===== src/rtl/exposure_timer_pkg.sv =====
// Camera timing definitions shared by the exposure timer and the exposure-control FSM:
// exposure limits, clock ratios and the timer state codes.
package exposure_timer_pkg;

    localparam int CAM_CLK_PER_MS  = 1000;
    localparam int CAM_EXP_MIN     = 2;
    localparam int CAM_EXP_MAX     = 30;
    localparam int CAM_EXP_DEFAULT = 15;
    localparam int CAM_READ_CYCLES = 4;
    localparam int EXP_W           = 5;

    typedef enum logic {
        TIMER_IDLE   = 1'b0,
        TIMER_EXPOSE = 1'b1
    } timer_state_t;

    // Saturating step of the exposure setting; simultaneous inc and dec cancel out.
    function automatic logic [EXP_W-1:0] next_exp_setting(
        input logic [EXP_W-1:0] cur,
        input logic             inc_edge,
        input logic             dec_edge,
        input logic [EXP_W-1:0] lo,
        input logic [EXP_W-1:0] hi
    );
        logic [EXP_W-1:0] nxt;
        nxt = cur;
        if (inc_edge && !dec_edge && cur < hi)
            nxt = cur + 1'b1;
        else if (dec_edge && !inc_edge && cur > lo)
            nxt = cur - 1'b1;
        return nxt;
    endfunction

endpackage


===== src/rtl/exposure_timer_ms.sv =====
// Millisecond prescaler: a one-cycle tick every CLK_PER_MS clocks while clear is low.
module ms_tick_gen #(
    parameter int CLK_PER_MS = 1000
) (
    input  logic Clk,
    input  logic Reset,
    input  logic clear,
    output logic tick
);

    localparam int W = (CLK_PER_MS > 1) ? $clog2(CLK_PER_MS) : 1;
    localparam logic [W-1:0] LAST = W'(CLK_PER_MS - 1);

    logic [W-1:0] pre_cnt;

    always_ff @(posedge Clk or posedge Reset) begin
        if (Reset)
            pre_cnt <= '0;
        else if (clear || pre_cnt == LAST)
            pre_cnt <= '0;
        else
            pre_cnt <= pre_cnt + 1'b1;
    end

    assign tick = ~clear & (pre_cnt == LAST);

endmodule


===== src/rtl/exposure_timer.sv =====
// Exposure countdown, user exposure setting and readout-slot counter feeding the
// exposure-control FSM (Ovf5 = exposure done, Ovf4 = readout slot done).
module exposure_timer
    import exposure_timer_pkg::*;
#(
    parameter int CLK_PER_MS  = CAM_CLK_PER_MS,
    parameter int EXP_MIN     = CAM_EXP_MIN,
    parameter int EXP_MAX     = CAM_EXP_MAX,
    parameter int EXP_DEFAULT = CAM_EXP_DEFAULT,
    parameter int READ_CYCLES = CAM_READ_CYCLES
) (
    input  logic       Clk,
    input  logic       Reset,
    input  logic       Start_Timer,
    input  logic       Readout_En,
    input  logic       Exp_Inc,
    input  logic       Exp_Dec,
    output logic       Ovf5,
    output logic       Ovf4,
    output logic       Busy,
    output logic [4:0] Exp_Time
);

    localparam int RD_W = $clog2(READ_CYCLES);
    localparam logic [RD_W-1:0]  RD_LAST   = RD_W'(READ_CYCLES - 1);
    localparam logic [EXP_W-1:0] EXP_LO    = EXP_W'(EXP_MIN);
    localparam logic [EXP_W-1:0] EXP_HI    = EXP_W'(EXP_MAX);
    localparam logic [EXP_W-1:0] EXP_RESET = EXP_W'(EXP_DEFAULT);

    timer_state_t     state_q, state_d;
    logic [EXP_W-1:0] ms_cnt;
    logic [EXP_W-1:0] exp_time_q;
    logic [RD_W-1:0]  rd_cnt;
    logic             ms_tick;
    logic             load_cnt;
    logic             dec_cnt;
    logic             ovf5_d;
    logic             inc_prev, dec_prev;
    logic             inc_edge, dec_edge;

    // The prescaler is held clear in IDLE so every exposure starts on a fresh millisecond.
    ms_tick_gen #(.CLK_PER_MS(CLK_PER_MS)) u_ms_tick (
        .Clk   (Clk),
        .Reset (Reset),
        .clear (state_q == TIMER_IDLE),
        .tick  (ms_tick)
    );

    always_ff @(posedge Clk or posedge Reset) begin
        if (Reset)
            state_q <= TIMER_IDLE;
        else
            state_q <= state_d;
    end

    always_comb begin
        state_d  = state_q;
        load_cnt = 1'b0;
        dec_cnt  = 1'b0;
        ovf5_d   = 1'b0;
        case (state_q)
            TIMER_IDLE: begin
                if (Start_Timer) begin
                    state_d  = TIMER_EXPOSE;
                    load_cnt = 1'b1;
                end
            end
            TIMER_EXPOSE: begin
                if (ms_tick) begin
                    if (ms_cnt <= 5'd1) begin
                        state_d = TIMER_IDLE;
                        ovf5_d  = 1'b1;
                    end
                    dec_cnt = (ms_cnt != '0);
                end
            end
            default: state_d = TIMER_IDLE;
        endcase
    end

    always_ff @(posedge Clk or posedge Reset) begin
        if (Reset) begin
            ms_cnt <= '0;
            Ovf5   <= 1'b0;
        end else begin
            Ovf5 <= ovf5_d;
            if (load_cnt)
                ms_cnt <= exp_time_q;
            else if (dec_cnt)
                ms_cnt <= ms_cnt - 1'b1;
        end
    end

    assign inc_edge = Exp_Inc & ~inc_prev;
    assign dec_edge = Exp_Dec & ~dec_prev;

    // Edge registers track the buttons continuously, so a press during EXPOSE is simply lost.
    always_ff @(posedge Clk or posedge Reset) begin
        if (Reset) begin
            inc_prev   <= 1'b0;
            dec_prev   <= 1'b0;
            exp_time_q <= EXP_RESET;
        end else begin
            inc_prev <= Exp_Inc;
            dec_prev <= Exp_Dec;
            if (state_q == TIMER_IDLE && !Start_Timer)
                exp_time_q <= next_exp_setting(exp_time_q, inc_edge, dec_edge, EXP_LO, EXP_HI);
        end
    end

    always_ff @(posedge Clk or posedge Reset) begin
        if (Reset) begin
            rd_cnt <= '0;
            Ovf4   <= 1'b0;
        end else if (!Readout_En) begin
            rd_cnt <= '0;
            Ovf4   <= 1'b0;
        end else begin
            Ovf4   <= (rd_cnt == RD_LAST);
            rd_cnt <= (rd_cnt == RD_LAST) ? '0 : rd_cnt + 1'b1;
        end
    end

    assign Busy     = (state_q == TIMER_EXPOSE);
    assign Exp_Time = exp_time_q;

endmodule


===== config.mk =====
export PLATFORM = sky130hd
export DESIGN_NAME = exposure_timer
export DESIGN_NICKNAME = d
export VERILOG_FILES = /design/src/rtl/exposure_timer_pkg.sv /design/src/rtl/exposure_timer_ms.sv /design/src/rtl/exposure_timer.sv
export SDC_FILE = /design/constraint.sdc
export NUM_CORES = 1
export LEC_CHECK = 0
export CAP_MARGIN = 10
export CORE_MARGIN = 2
export CORE_UTILIZATION = 30
export DETAILED_ROUTE_END_ITERATION = 10
export GPL_ROUTABILITY_DRIVEN = 0
export MAX_ROUTING_LAYER = met4
export PLACE_DENSITY = 0.52
export SYNTH_ARGS = -nofsm -noshare
export SYNTH_HDL_FRONTEND = slang
export SYNTH_SLANG_ARGS = --single-unit

===== constraint.sdc =====
create_clock -name Clk -period 2.72 [get_ports Clk]
set_input_delay 0.544 -clock Clk [delete_from_list [all_inputs] [get_ports Clk]]
set_output_delay 0.544 -clock Clk [all_outputs]
set_load 0.005 [all_outputs]

* Word-level counts from Yosys, hierarchy flattened *
Index checks and enable logic that the tools add are counted.

cells by class
  add/sub/neg operators = 5
  $lt $le $gt $ge = 3
  eq/ne operators = 2
  multiplexer cells = 18
  bitwise gates (word level) = 6
  reduce and logical (&&, ||, !) cells = 13

operators by type and width
  cell                                                             number
  2-to-1 mux 5 bit                                                 4
  adder 10 x 1 -> 10 bit (second input constant)                   1
  equality test 10 bit (second input constant)                     1
  2-to-1 mux 1 bit                                                 10
  2-to-1 mux 10 bit                                                1
  subtractor 5 x 1 -> 5 bit (second input constant)                2
  adder 5 x 1 -> 5 bit (second input constant)                     1
  greater-than comparator 5 x 2 -> 1 bit (second input constant)   1
  less-or-equal comparator 5 x 1 -> 1 bit (second input constant)  1
  logical AND 1 bit                                                5
  less-than comparator 5 bit (second input constant)               1
  nonzero test 5 bit                                               1
  2-to-1 mux 2 bit                                                 2
  nonzero test 2 bit                                               2
  AND 1 bit                                                        3
  zero test 1 bit                                                  3
  inverter 1 bit                                                   3
  adder 2 x 1 -> 2 bit (second input constant)                     1
  equality test 2 bit (second input constant)                      1
  case mux 1 bit (2 select lines)                                  1
  AND reduction 2 bit                                              1
  logical OR 1 bit                                                 1

word-level totals
  register bits = 27
  input port bits = 6

* Longest topological paths before layout *
  depth after elaboration = 7
  mapped depth = 8
  gate-level depth less buffers = 8

* By module *
A second synthesis with hierarchy kept.

second synthesis, totals
  cell total of the unflattened synthesis = 139
  area total of the unflattened synthesis = 1415.1 sq um

by module, submodules not included
  module          instances  cells each  area an instance (sq um)  sequential area each (sq um)
  exposure_timer  1          81          893.4                     430.4
  ms_tick_gen     1          58          521.8                     250.2

* Worst setup path after synthesis *
No wires, ideal clock.

  path type = input to register
  start = input Exp_Dec
  end = register exp_time_q[4], in the netlist Exp_Time[4]
  library setup time = 0.125 ns
  arrival time = 1.986 ns
  slack = 0.609 ns
  stages = 8
  path buffers = 0
  path through = nand2b_1 > nand4_1 > fa_1 > a21o_1 > a21oi_1 > xnor2_1 > nand2_1 > xnor2_1

between the ends
  cells in the longest elaborated chain, start to end = 6
  elaborated cells on any way between the ends = 9
  classes of those cells = 1 x mux; 1 x bitwise; 7 x reduce/logical

ends and longest elaborated chain
  item                                  RTL line                  text
  start: declaration                    exposure_timer.sv:17      input logic Exp_Dec,
  AND 1 bit (*)                         exposure_timer.sv:95      assign dec_edge = Exp_Dec & ~dec_prev;
  zero test 1 bit                       exposure_timer_pkg.sv:27  if (inc_edge && !dec_edge && cur < hi)
  logical AND 1 bit (2 in series)       exposure_timer_pkg.sv:27
  nonzero test 2 bit (no source line)   --
  AND reduction 2 bit (no source line)  --
  end signal: assignment                exposure_timer.sv:107     exp_time_q <= next_exp_setting(exp_time_q, inc_edge, dec_edge, EXP_LO, EXP_HI);
  end: declaration                      exposure_timer.sv:32      logic [EXP_W-1:0] exp_time_q;

Every way passes the cells marked *; elsewhere a longest branch is shown, timed or not.
A chain may end at the register's enable or synchronous reset.

* Final worst setup path *
Ends and elaborated chain as after synthesis.

==> results.cfg <==
[timing]
setup_ws_ns = 0.3535
timing.fmax_ghz = 0.4226
hold_viol = 0
fin_crit_sh_pct = 87.00
finalClockSkew_ns = 0.006459
fin_setup_tns_ns = 0
worst_pin_slew_ns = 0.4751
relSlewSlack_pct = 68.26
rsz0062_at_grt = no
setup_viol = 0
slew_violations = 0
period_minus_slack_ns = 2.366

[final_layout]
area.growth.synth_to_final_pct = 17.47
drive_gt1_share_pct = 11.11
multi_input_area_um2 = 664.4
diodes = 0
fin_nets = 159
filler_cell_count = 448
seqCellArea_um2 = 680.7
postLayoutCellArea_um2 = 1624
layout.cells.non_filler = 196
final_core_util_pct = 37.04

[clock_tree]
cts_tree = done
path_clk_slew_ns = 0.09
cts_setup_buffers = 0
insertion_delay_ns = 0.27
ctsResizeCount = 0
hold_buffers = 0
cts_root_buf = clkbuf_8
numCtsBuffers = 3
htreeDepth = 1
clockBufferDepth = 2
cts.sinks = 27

[drt]
vias_per_cell = 4.883
ant_nets = 0
avgRoutedWirePerCell_um = 12.74
totalWireLength_mm = 2.498
drc = 0
dr.first_iter.drc_count = 34
firstDrtPassIters = 4
num_vias = 957

[floorplanning]
die_area_um2 = 5167
fp.dieH_um = 71.89
start_util_pct = 31.54
io_pins = 14
die_x_um = 71.89
placementRows = 24
coreArea_um2 = 4384

[synth]
ys_warn_count = 0
syn_avg_cell_area_um2 = 10.89
synth_largest_area_cell = dfrtp_1
synth.most_common_cell = dfrtp_1
async_flop_share_pct = 100.0
synth_cell_types = 37
syn_nets = 141
synth_area_um2 = 1383
synth_top_cells_by_count = 23 x dfrtp_1, 16 x nor2_1, 7 x ha_1, 7 x nand2_1, 7 x xnor2_1
ys_seq_area_share_pct = 49.23
syn_inst = 127
synth_top_area_share_pct = 41.63
ys_top_cells_by_area = dfrtp_1 42%, dfstp_2 7.6%, ha_1 6.3%
ys_ff_latch = 27
synth_flop_cell = dfrtp_1
synth_edf_count = 0

[pwr]
intPower_uw = 715.4
pwr-share-comb_pct = 23.6
leakage_nw = 0.7102
power.switching_uw = 322.2
power_density_nw_per_um2 = 638.9
vdd_ir_drop_max_uv = 332.6
power_frac_seq_pct = 54.8
pwr-share-clk_pct = 21.6
swShare_pct = 31.05

[worst_setup_path]
end_kind = register
crit_path_frequent_cell = xnor2_1
setup.worst_path.class = input port to register
cp.arrival_ns = 2.52
path_max_fanout = 5
cp_cell_sequence = clkdlybuf4s50_1 -> nand2b_1 -> nand4_1 -> fa_1 -> a21o_1 -> a21oi_1 -> xnor2_1 -> nand2_1 -> xnor2_1
cp.required_ns = 2.87
cp_top_family = adder cells
cp_num_buf_inv = 1
critPathMaxStageDelay_ns = 0.50
slowest_stage = fa_1
startpoint_type = input port

[global_route]
grt_max_degree = 28
grt_overflow = 0
grt_pass1_vias = 1048
antenna_found_initial = 0
grt_pass1_wl_mm = 4.574
grt_use_total_pct = 11.50

[placed_design]
dp_hpwl_mm = 1.831
place_ws_ns = 0.06585
dpl.cell_count = 192
port_buffers = 13
placedInstanceArea_um2 = 1578

[status]
outcome = finished clean

[hold_path]
hold_class = register to register

[job]
drv_cap = 0
[area by class of cell]
class	instances	share of cell area, %
timing repair buffer	15	8.937
inverter	6	1.387
multi-input combinational	92	40.91
tap	52	4.006
clock inverter	1	0.3082
clock buffer	3	2.542
sequential	27	41.91
[per-layer routing]
layer  wire [um]  part of all wire, %  track usage [%]  vias up
met5           0                    0                -        -
met4          18                 0.72            2.516        0
met3          96                  3.8            3.376        2
met2        1255                   50            20.99       15
met1        1128                   45            12.23      467
li1            -                    -                -      473
[cell families (layout without fill, tap and decap cells)]
family                   count (synthesis)  count (layout)  synth area share [%]
multiplexers                             2               2                 1.629
XOR/XNOR                                13              13                 8.235
AO/OA/AOI/OAI                           15              15                 8.779
adder cells (fa/ha/maj)                  8               8                 7.783
buffers and inverters                    8              25                 2.714
flip-flops                              27              27                 49.23
AND/OR/NAND/NOR                         54              54                 21.63
[flip-flops by register name, summed over array words and instances, names as in the netlist]
register and count:
Ovf5 1, Ovf4 1, inc_prev 1, rd_cnt 2, Busy 1, dec_prev 1
u_ms_tick.pre_cnt 10, ms_cnt 5, Exp_Time 5
[path summary, 6_finish.rpt]
path | slack (ns) | from | endpoint | depth (start not counted)
worst max-delay path | 0.35 | Exp_Dec | Exp_Time[4] | 9
worst min register to register | 0.44 | rd_cnt[0] | rd_cnt[0] | 1
min in group asynchronous | 0.62 | Reset | u_ms_tick.pre_cnt[0] | 3
worst min-delay path | 0.44 | rd_cnt[0] | rd_cnt[0] | 1
max in group asynchronous | 1.79 | Reset | Exp_Time[2] | 3
worst max register to register | 0.60 | Exp_Time[4] | Exp_Time[4] | 8
[layout by cell type (no fill, tap or decap)]
| cell | synthesis | final |
|---|---|---|
| nor3_4 | 1 | 1 |
| dfrtp_1 | 23 | 23 |
| ha_1 | 7 | 7 |
| o31ai_1 | 1 | 1 |
| nand3b_1 | 2 | 2 |
| nor2_1 | 16 | 16 |
| buf_4 | 0 | 2 |
| nand4_2 | 1 | 1 |
| a211oi_2 | 1 | 1 |
| mux2_1 | 2 | 2 |
| clkdlybuf4s50_1 | 0 | 13 |
| o2bb2ai_1 | 1 | 1 |
| and2_1 | 4 | 4 |
| o21ai_2 | 1 | 1 |
| and3_1 | 2 | 2 |
| a21boi_2 | 1 | 1 |
| nor3_2 | 1 | 1 |
| clkbuf_8 | 0 | 3 |
| nand2_1 | 7 | 7 |
| nand2b_1 | 3 | 3 |
| fa_1 | 1 | 1 |
| xor2_1 | 6 | 6 |
| nor2b_1 | 2 | 2 |
| inv_1 | 6 | 6 |
| a21oi_1 | 4 | 4 |
| dfstp_2 | 4 | 4 |
| clkinv_2 | 0 | 1 |
| nand4_1 | 5 | 5 |
| a21o_1 | 2 | 2 |
| o2111a_1 | 1 | 1 |
| or4_1 | 1 | 1 |
| xnor2_1 | 7 | 7 |
| nand4b_1 | 1 | 1 |
| nor3b_1 | 1 | 1 |
| a211o_1 | 1 | 1 |
| o311ai_1 | 1 | 1 |
| a2111oi_0 | 1 | 1 |
| nor3_1 | 2 | 2 |
| nand3_1 | 5 | 5 |
[per-stage QoR]
stage               hold slack, ns  total power, mW
floorplan                   0.4139           0.7410
global placement            0.4235           0.8105
detailed placement          0.4403           0.8232
CTS                         0.4528            1.056
global route                0.4843            1.123
finish                      0.4442            1.038
[power groups by stage]
stage	logic, mW	registers (mW)	clock network, mW
floorplan	0.184	0.557	0
global placement	0.239	0.572	0
detailed placement	0.247	0.576	0
CTS	0.251	0.569	0.237
global route	0.284	0.581	0.257
finish	0.245	0.568	0.224
(Power assumes the default switching activity.)
